--- src/rtl/sprite_rom_arbiter.sv ---
// Round-robin arbiter sharing one single-port sprite ROM between two player render paths.
// Tracks in-flight reads through the fixed ROM latency and keeps per-frame stall counters.
module sprite_rom_arbiter #(
    parameter int ADDR_W  = 17,
    parameter int DATA_W  = 8,
    parameter int ROM_LAT = 2
) (
    input  logic              clk,
    input  logic              rst,
    input  logic              enable,
    input  logic              frame_start,
    input  logic              req0,
    input  logic [ADDR_W-1:0] addr0,
    input  logic              req1,
    input  logic [ADDR_W-1:0] addr1,
    output logic              gnt0,
    output logic              gnt1,
    output logic              rom_en,
    output logic [ADDR_W-1:0] rom_addr,
    input  logic [DATA_W-1:0] rom_data,
    output logic              rsp_valid0,
    output logic              rsp_valid1,
    output logic [DATA_W-1:0] rsp_data,
    output logic [7:0]        stall0,
    output logic [7:0]        stall1
);

    if (ROM_LAT < 1 || ROM_LAT > 4) begin : g_bad_lat
        $error("sprite_rom_arbiter: ROM_LAT must be in 1..4");
    end

    logic              r_last;
    logic [ROM_LAT-1:0] r_tag_vld;
    logic [ROM_LAT-1:0] r_tag_id;
    logic              r_rsp_valid0;
    logic              r_rsp_valid1;
    logic [DATA_W-1:0] r_rsp_data;
    logic [7:0]        r_stall0;
    logic [7:0]        r_stall1;

    logic              w_last_eff;
    logic              w_gnt0;
    logic              w_gnt1;
    logic              w_rom_en;
    logic              w_out_vld;
    logic              w_out_id;

    // Handshake: reqN/addrN are held until gntN is seen high in the same cycle;
    // the requester may drop or change them only in the following cycle.
    // A frame start forces player 0 to win any conflict in that cycle.
    always_comb begin
        w_last_eff = frame_start | r_last;
        w_gnt0     = 1'b0;
        w_gnt1     = 1'b0;
        if (rst && enable) begin
            if (req0 && req1) begin
                if (w_last_eff) begin
                    w_gnt0 = 1'b1;
                end else begin
                    w_gnt1 = 1'b1;
                end
            end else if (req0) begin
                w_gnt0 = 1'b1;
            end else if (req1) begin
                w_gnt1 = 1'b1;
            end
        end
    end

    assign w_rom_en  = w_gnt0 | w_gnt1;
    assign w_out_vld = r_tag_vld[ROM_LAT-1];
    assign w_out_id  = r_tag_id[ROM_LAT-1];

    assign gnt0     = w_gnt0;
    assign gnt1     = w_gnt1;
    assign rom_en   = w_rom_en;
    assign rom_addr = !rst ? '0 : (w_gnt1 ? addr1 : addr0);

    always_ff @(posedge clk or negedge rst) begin
        if (!rst) begin
            r_last <= 1'b1;
        end else if (w_gnt0) begin
            r_last <= 1'b0;
        end else if (w_gnt1) begin
            r_last <= 1'b1;
        end else if (frame_start) begin
            r_last <= 1'b1;
        end
    end

    // Tag pipeline shifts every cycle, independent of enable, so issued reads always drain.
    always_ff @(posedge clk or negedge rst) begin
        if (!rst) begin
            r_tag_vld <= '0;
            r_tag_id  <= '0;
        end else begin
            r_tag_vld[0] <= w_rom_en;
            r_tag_id[0]  <= w_gnt1;
            for (int i = 1; i < ROM_LAT; i++) begin
                r_tag_vld[i] <= r_tag_vld[i-1];
                r_tag_id[i]  <= r_tag_id[i-1];
            end
        end
    end

    always_ff @(posedge clk or negedge rst) begin
        if (!rst) begin
            r_rsp_valid0 <= 1'b0;
            r_rsp_valid1 <= 1'b0;
            r_rsp_data   <= '0;
        end else begin
            r_rsp_valid0 <= w_out_vld & ~w_out_id;
            r_rsp_valid1 <= w_out_vld & w_out_id;
            if (w_out_vld) begin
                r_rsp_data <= rom_data;
            end
        end
    end

    // Frame start clears both counters and wins over a same-cycle denial.
    always_ff @(posedge clk or negedge rst) begin
        if (!rst) begin
            r_stall0 <= 8'd0;
            r_stall1 <= 8'd0;
        end else if (frame_start) begin
            r_stall0 <= 8'd0;
            r_stall1 <= 8'd0;
        end else begin
            if (req0 && !w_gnt0 && (r_stall0 != 8'hFF)) begin
                r_stall0 <= r_stall0 + 8'd1;
            end
            if (req1 && !w_gnt1 && (r_stall1 != 8'hFF)) begin
                r_stall1 <= r_stall1 + 8'd1;
            end
        end
    end

    assign rsp_valid0 = r_rsp_valid0;
    assign rsp_valid1 = r_rsp_valid1;
    assign rsp_data   = r_rsp_data;
    assign stall0     = r_stall0;
    assign stall1     = r_stall1;

endmodule

--- config.mk ---
export PLATFORM = sky130hd
export DESIGN_NAME = sprite_rom_arbiter
export DESIGN_NICKNAME = d
export VERILOG_FILES = /design/src/rtl/sprite_rom_arbiter.sv
export SDC_FILE = /design/constraint.sdc
export NUM_CORES = 1
export LEC_CHECK = 0
export ABC_AREA = 0
export CAP_MARGIN = 30
export CORE_MARGIN = 3
export CORE_UTILIZATION = 35
export CTS_BUF_LIST = sky130_fd_sc_hd__clkbuf_16
export DETAILED_ROUTE_END_ITERATION = 8
export PLACE_DENSITY_LB_ADDON = 0.15
export SETUP_SLACK_MARGIN = 0.1
export SLEW_MARGIN = 20
export SYNTH_ARGS = -nofsm -noshare
export SYNTH_HDL_FRONTEND = slang
export SYNTH_SLANG_ARGS = --single-unit
--- constraint.sdc ---
create_clock -name clk -period 1.79 [get_ports clk]
set_input_delay 0.358 -clock clk [delete_from_list [all_inputs] [get_ports clk]]
set_output_delay 0.358 -clock clk [all_outputs]
set_load 0.01 [all_outputs]
-- Yosys cells after proc, flatten, opt, wreduce, memory -nomap -nowiden
Cells that the tools add are included.
- register bits after elaboration: 31
- bits of input ports: 48
- output and inout port bits: 46
- word-level logic and storage cells: 46
- $add $sub $neg: 2
- equal/unequal tests: 2
- mux-type cells: 18
- bitwise operators: 5
- reduce and logical (&&, ||, !) cells: 11
- operators with widths (operator ; number):
    $mux 17 ; 2
    $mux 8 ; 4
    $add 8x1->8 const B ; 2
    $ne 8x8->1 const B ; 2
    $mux 1 ; 12
    $logic_and 1x1->1 ; 6
    $reduce_bool 2->1 ; 2
    $reduce_bool 3->1 ; 1
    $and 1x1->1 ; 2
    $logic_not 1->1 ; 2
    $or 1x1->1 ; 2
    $not 1->1 ; 1

-- Depth between registers and ports, before layout
- depth in word-level cells: 9
- gate-level depth with buffers: 7
- mapped depth without buffers: 5

-- Least setup slack after synthesis
OpenSTA, ideal clock, no wires.
- path kind: input-to-output
- start: in frame_start
- end: out rom_addr[10]
- data arrival time: 1580 ps
- data required time: 1432 ps
- slack: -148 ps
- stages: 7
- buffers on the path: 3
- cell sequence: buf_4 -> o21a_1 -> or2_1 -> buf_4 -> buf_6 -> mux2i_1 -> nor2b_1
- word-level cells in the longest chain between the ends: 6
- ends and longest elaborated chain (item ; RTL line ; text):
    start, declared ; 11 ; input logic frame_start,
    $or 1x1->1 ; 52 ; w_last_eff = frame_start | r_last;
    $mux 1 ; 57 ; if (w_last_eff) begin
    $mux 1 ; 56 ; if (req0 && req1) begin
    $mux 1 ; 55 ; if (rst && enable) begin
    $mux 17 (2 in a row) ; 77 ; assign rom_addr = !rst ? '0 : (w_gnt1 ? addr1 : addr0);
    end, declared ; 19 ; output logic [ADDR_W-1:0] rom_addr,
Every way passes these cells.

-- Worst setup path after layout
- start: in frame_start
- end: out rom_addr[9]
Same word-level chain as after synthesis.

==> run metrics <==
outcome finished, violations left; failing checks negative setup slack; clock skew 0.00441 ns; async set or reset register ratio after synthesis 1.00; crit path launch type primary input; ranking of synthesized cells by area dfrtp_1 (43%), mux2i_1 (12%), nor2b_1 (6.5%); top cells by count, synth dfrtp_1 (30), mux2i_1 (20), nor2b_1 (18); sequential share of power 0.360; worst relative slew slack 0.747; detailed-route via count 1710; Area Growth Syn to Fin 76.5%; Final period util 1.14; drt via density 4.87; f_max 491 MHz; Pleak 1.38 nW; CTS max path bufs 2; max capacitance violation total 0; Post-synth EDFFs 0; core area 0.00475 mm²; Placer Congestion 0.803; ANT nets after route 0; vias in the first global route 1774; Final nets 333; Comb power frac 0.211; CP Class primary input to output pin; drt drc 0; final hold viol count 0; Tightest Hold Check Type primary input to asynchronous set/reset pin; area leader, netlist dfrtp_1; Initial Util 0.365; most common cell in the netlist dfrtp_1; Yosys reg bits 31; worst slew pin tran 0.379 ns; die height 76.4 µm; I/O Buffers 93; fill count 429; Ports 94; Worst EP required 1.43 ns; initial antenna violation count 0; Layout Cells excl Fill 351; Die Wd 76.4 µm; root buffer cell clkbuf_16; DR iter-0 viols 54; multi-input logic area 980 µm²; number of antenna diodes 0; placed cell count 339; final worst slack -0.245 ns; Max Slew Vio Count 0; mean routed wirelength per cell 14.2 µm; largest net degree at the start of global routing 29; global-route wire length before repair 8.23 mm; Worst-path clk slew 0.05 ns; Avg Cell Area, Syn 10.3 µm²; Detailed Place HPWL 3.62 mm; hold-fix buffers at CTS 0; Int Pwr 0.00168 W; Sw Ratio 0.225; std cell rows 25; pwr dens 707 mW/mm²; layout cells sized above 1 0.278; Max IR drop VDD 527 µV; switching pwr 0.000487 W; H-tree depth 2; Yosys warning count 0; Clock power frac 0.429; crit end category output pin; TritonRoute pass-1 iters 4; proportion of synthesized chip area in sequential cells 0.447; FF/Latch Area 782 µm²; Post-synth top flop dfrtp_1; worst reg2reg path depth 6; RSZ-0062 raised after global routing yes; total track usage 0.175; share of the synthesized area in the top cell type 0.432; GRT overflow 0; utilization after layout 0.645; worst path arrival time 1.68 ns; clock net sink count 31; min Tclk post-route 2.03 ns; latest clock arrival within the worst-skew pair 0.27 ns; number of clock buffers inserted by TritonCTS 5; Cell variety after synth 38; setup violators final 18; CTS tree yes; Post-Syn Instances 168; drt total wl 4.98 mm; die area 0.00584 mm²; Worst Path Max Fanout 9; Syn Nets 218; Synth Cell Area 0.00174 mm²
==> power by group through the flow <==
| stage | combinational, W | clock, W | sequential, W |
|---|---|---|---|
| 2_1_floorplan | 0.000142 | 0 | 0.000809 |
| 5_1_grt | 0.000498 | 0.000977 | 0.000788 |
| 3_5_place_dp | 0.000461 | 0 | 0.000792 |
| 6_report | 0.000457 | 0.000930 | 0.000779 |
| 4_1_cts | 0.000455 | 0.000948 | 0.000780 |
| 3_3_place_gp | 0.000455 | 0 | 0.000791 |
==> layout make-up <==
class                           count  share of cell area
Tap cell                           67              0.0273
Sequential cell                    31               0.255
Inverter                            5             0.00612
Multi-Input combinational cell    126               0.320
Timing Repair Buffer              114               0.338
Clock inverter                      3              0.0127
Clock buffer                        5              0.0408
==> cells by family after synthesis <==
group,count (synthesis),synth area share
simple gates,63,0.208
fa+ha+maj,2,0.0144
compound gates,31,0.123
flops,31,0.447
buf+inv,12,0.0353
mux,28,0.167
xor+xnor,1,0.00504
==> registers in the layout, indices dropped and copies added, names as in the netlist <==
register / count
rsp_data: 8
stall0: 8
r_last: 1
r_tag_id: 2
r_tag_vld: 2
stall1: 8
rsp_valid1: 1
rsp_valid0: 1
==> path summary, 6_finish.rpt <==
check                              end   startpoint  slack (ns)
setup / recovery           rom_addr[9]  frame_start       -0.24
hold / removal               stall0[6]          rst        0.08
max in group asynchronous    stall1[3]          rst        1.33
hold reg to reg            r_tag_id[1]  r_tag_id[0]        0.35
min in group clk           r_tag_id[1]  r_tag_id[0]        0.35
setup reg to reg             stall0[6]       r_last        0.16
==> stage by stage <==
| stage | setup TNS [ns] | area, µm² | power [W] | worst slack, ns | hold slack (ns) |
|---|---|---|---|---|---|
| floorplan | -0.458 | 1750 | 0.000951 | -0.0509 | 0.0624 |
| global placement | -17.10 | 2850 | 0.00125 | -0.791 | 0.334 |
| detailed placement | -17.80 | 2850 | 0.00125 | -0.790 | 0.339 |
| CTS | -3.74 | 3000 | 0.00218 | -0.268 | 0.0861 |
| global route | -5.11 | 3070 | 0.00226 | -0.334 | 0.0937 |
| finish | -3.33 | 3070 | 0.00217 | -0.245 | 0.0774 |
==> metal layers <==
layer,up-vias,track usage,part of all wire
li1,847,-,-
met1,792,0.206,0.43
met2,67,0.297,0.47
met3,4,0.0674,0.089
met4,0,0.0489,0.0092
met5,-,0,0
==> worst max-delay path: stages <==
cell	delay [ns]
dlygate4sd2_1	0.26
o21a_1	0.21
or2_4	0.27
buf_12	0.16
mux2i_2	0.14
nor2b_1	0.14
buf_2	0.15
==> layout by cell type, fill, tap and decap left out, drive strengths merged, types with 7 or more instances in the layout <==
master / netlist / layout
mux2: 8 / 8
dfrtp: 30 / 30
nor2b: 18 / 18
nand2: 7 / 7
clkdlybuf4s50: 0 / 68
a21oi: 10 / 10
mux2i: 20 / 20
buf: 4 / 41
o21ai: 7 / 7
nand3: 9 / 9
nor2: 11 / 11
==> timing repair <==
| action | 4_1_cts | 5_1_grt |
|---|---|---|
| buffers inserted | 1 | 3 |
| pin swaps | 1 | 5 |
| cloned | 1 | 1 |
| gates resized for setup | 94 | 13 |
| setup endpoints to repair | 33 | 30 |
(Power assumes the default switching activity.)
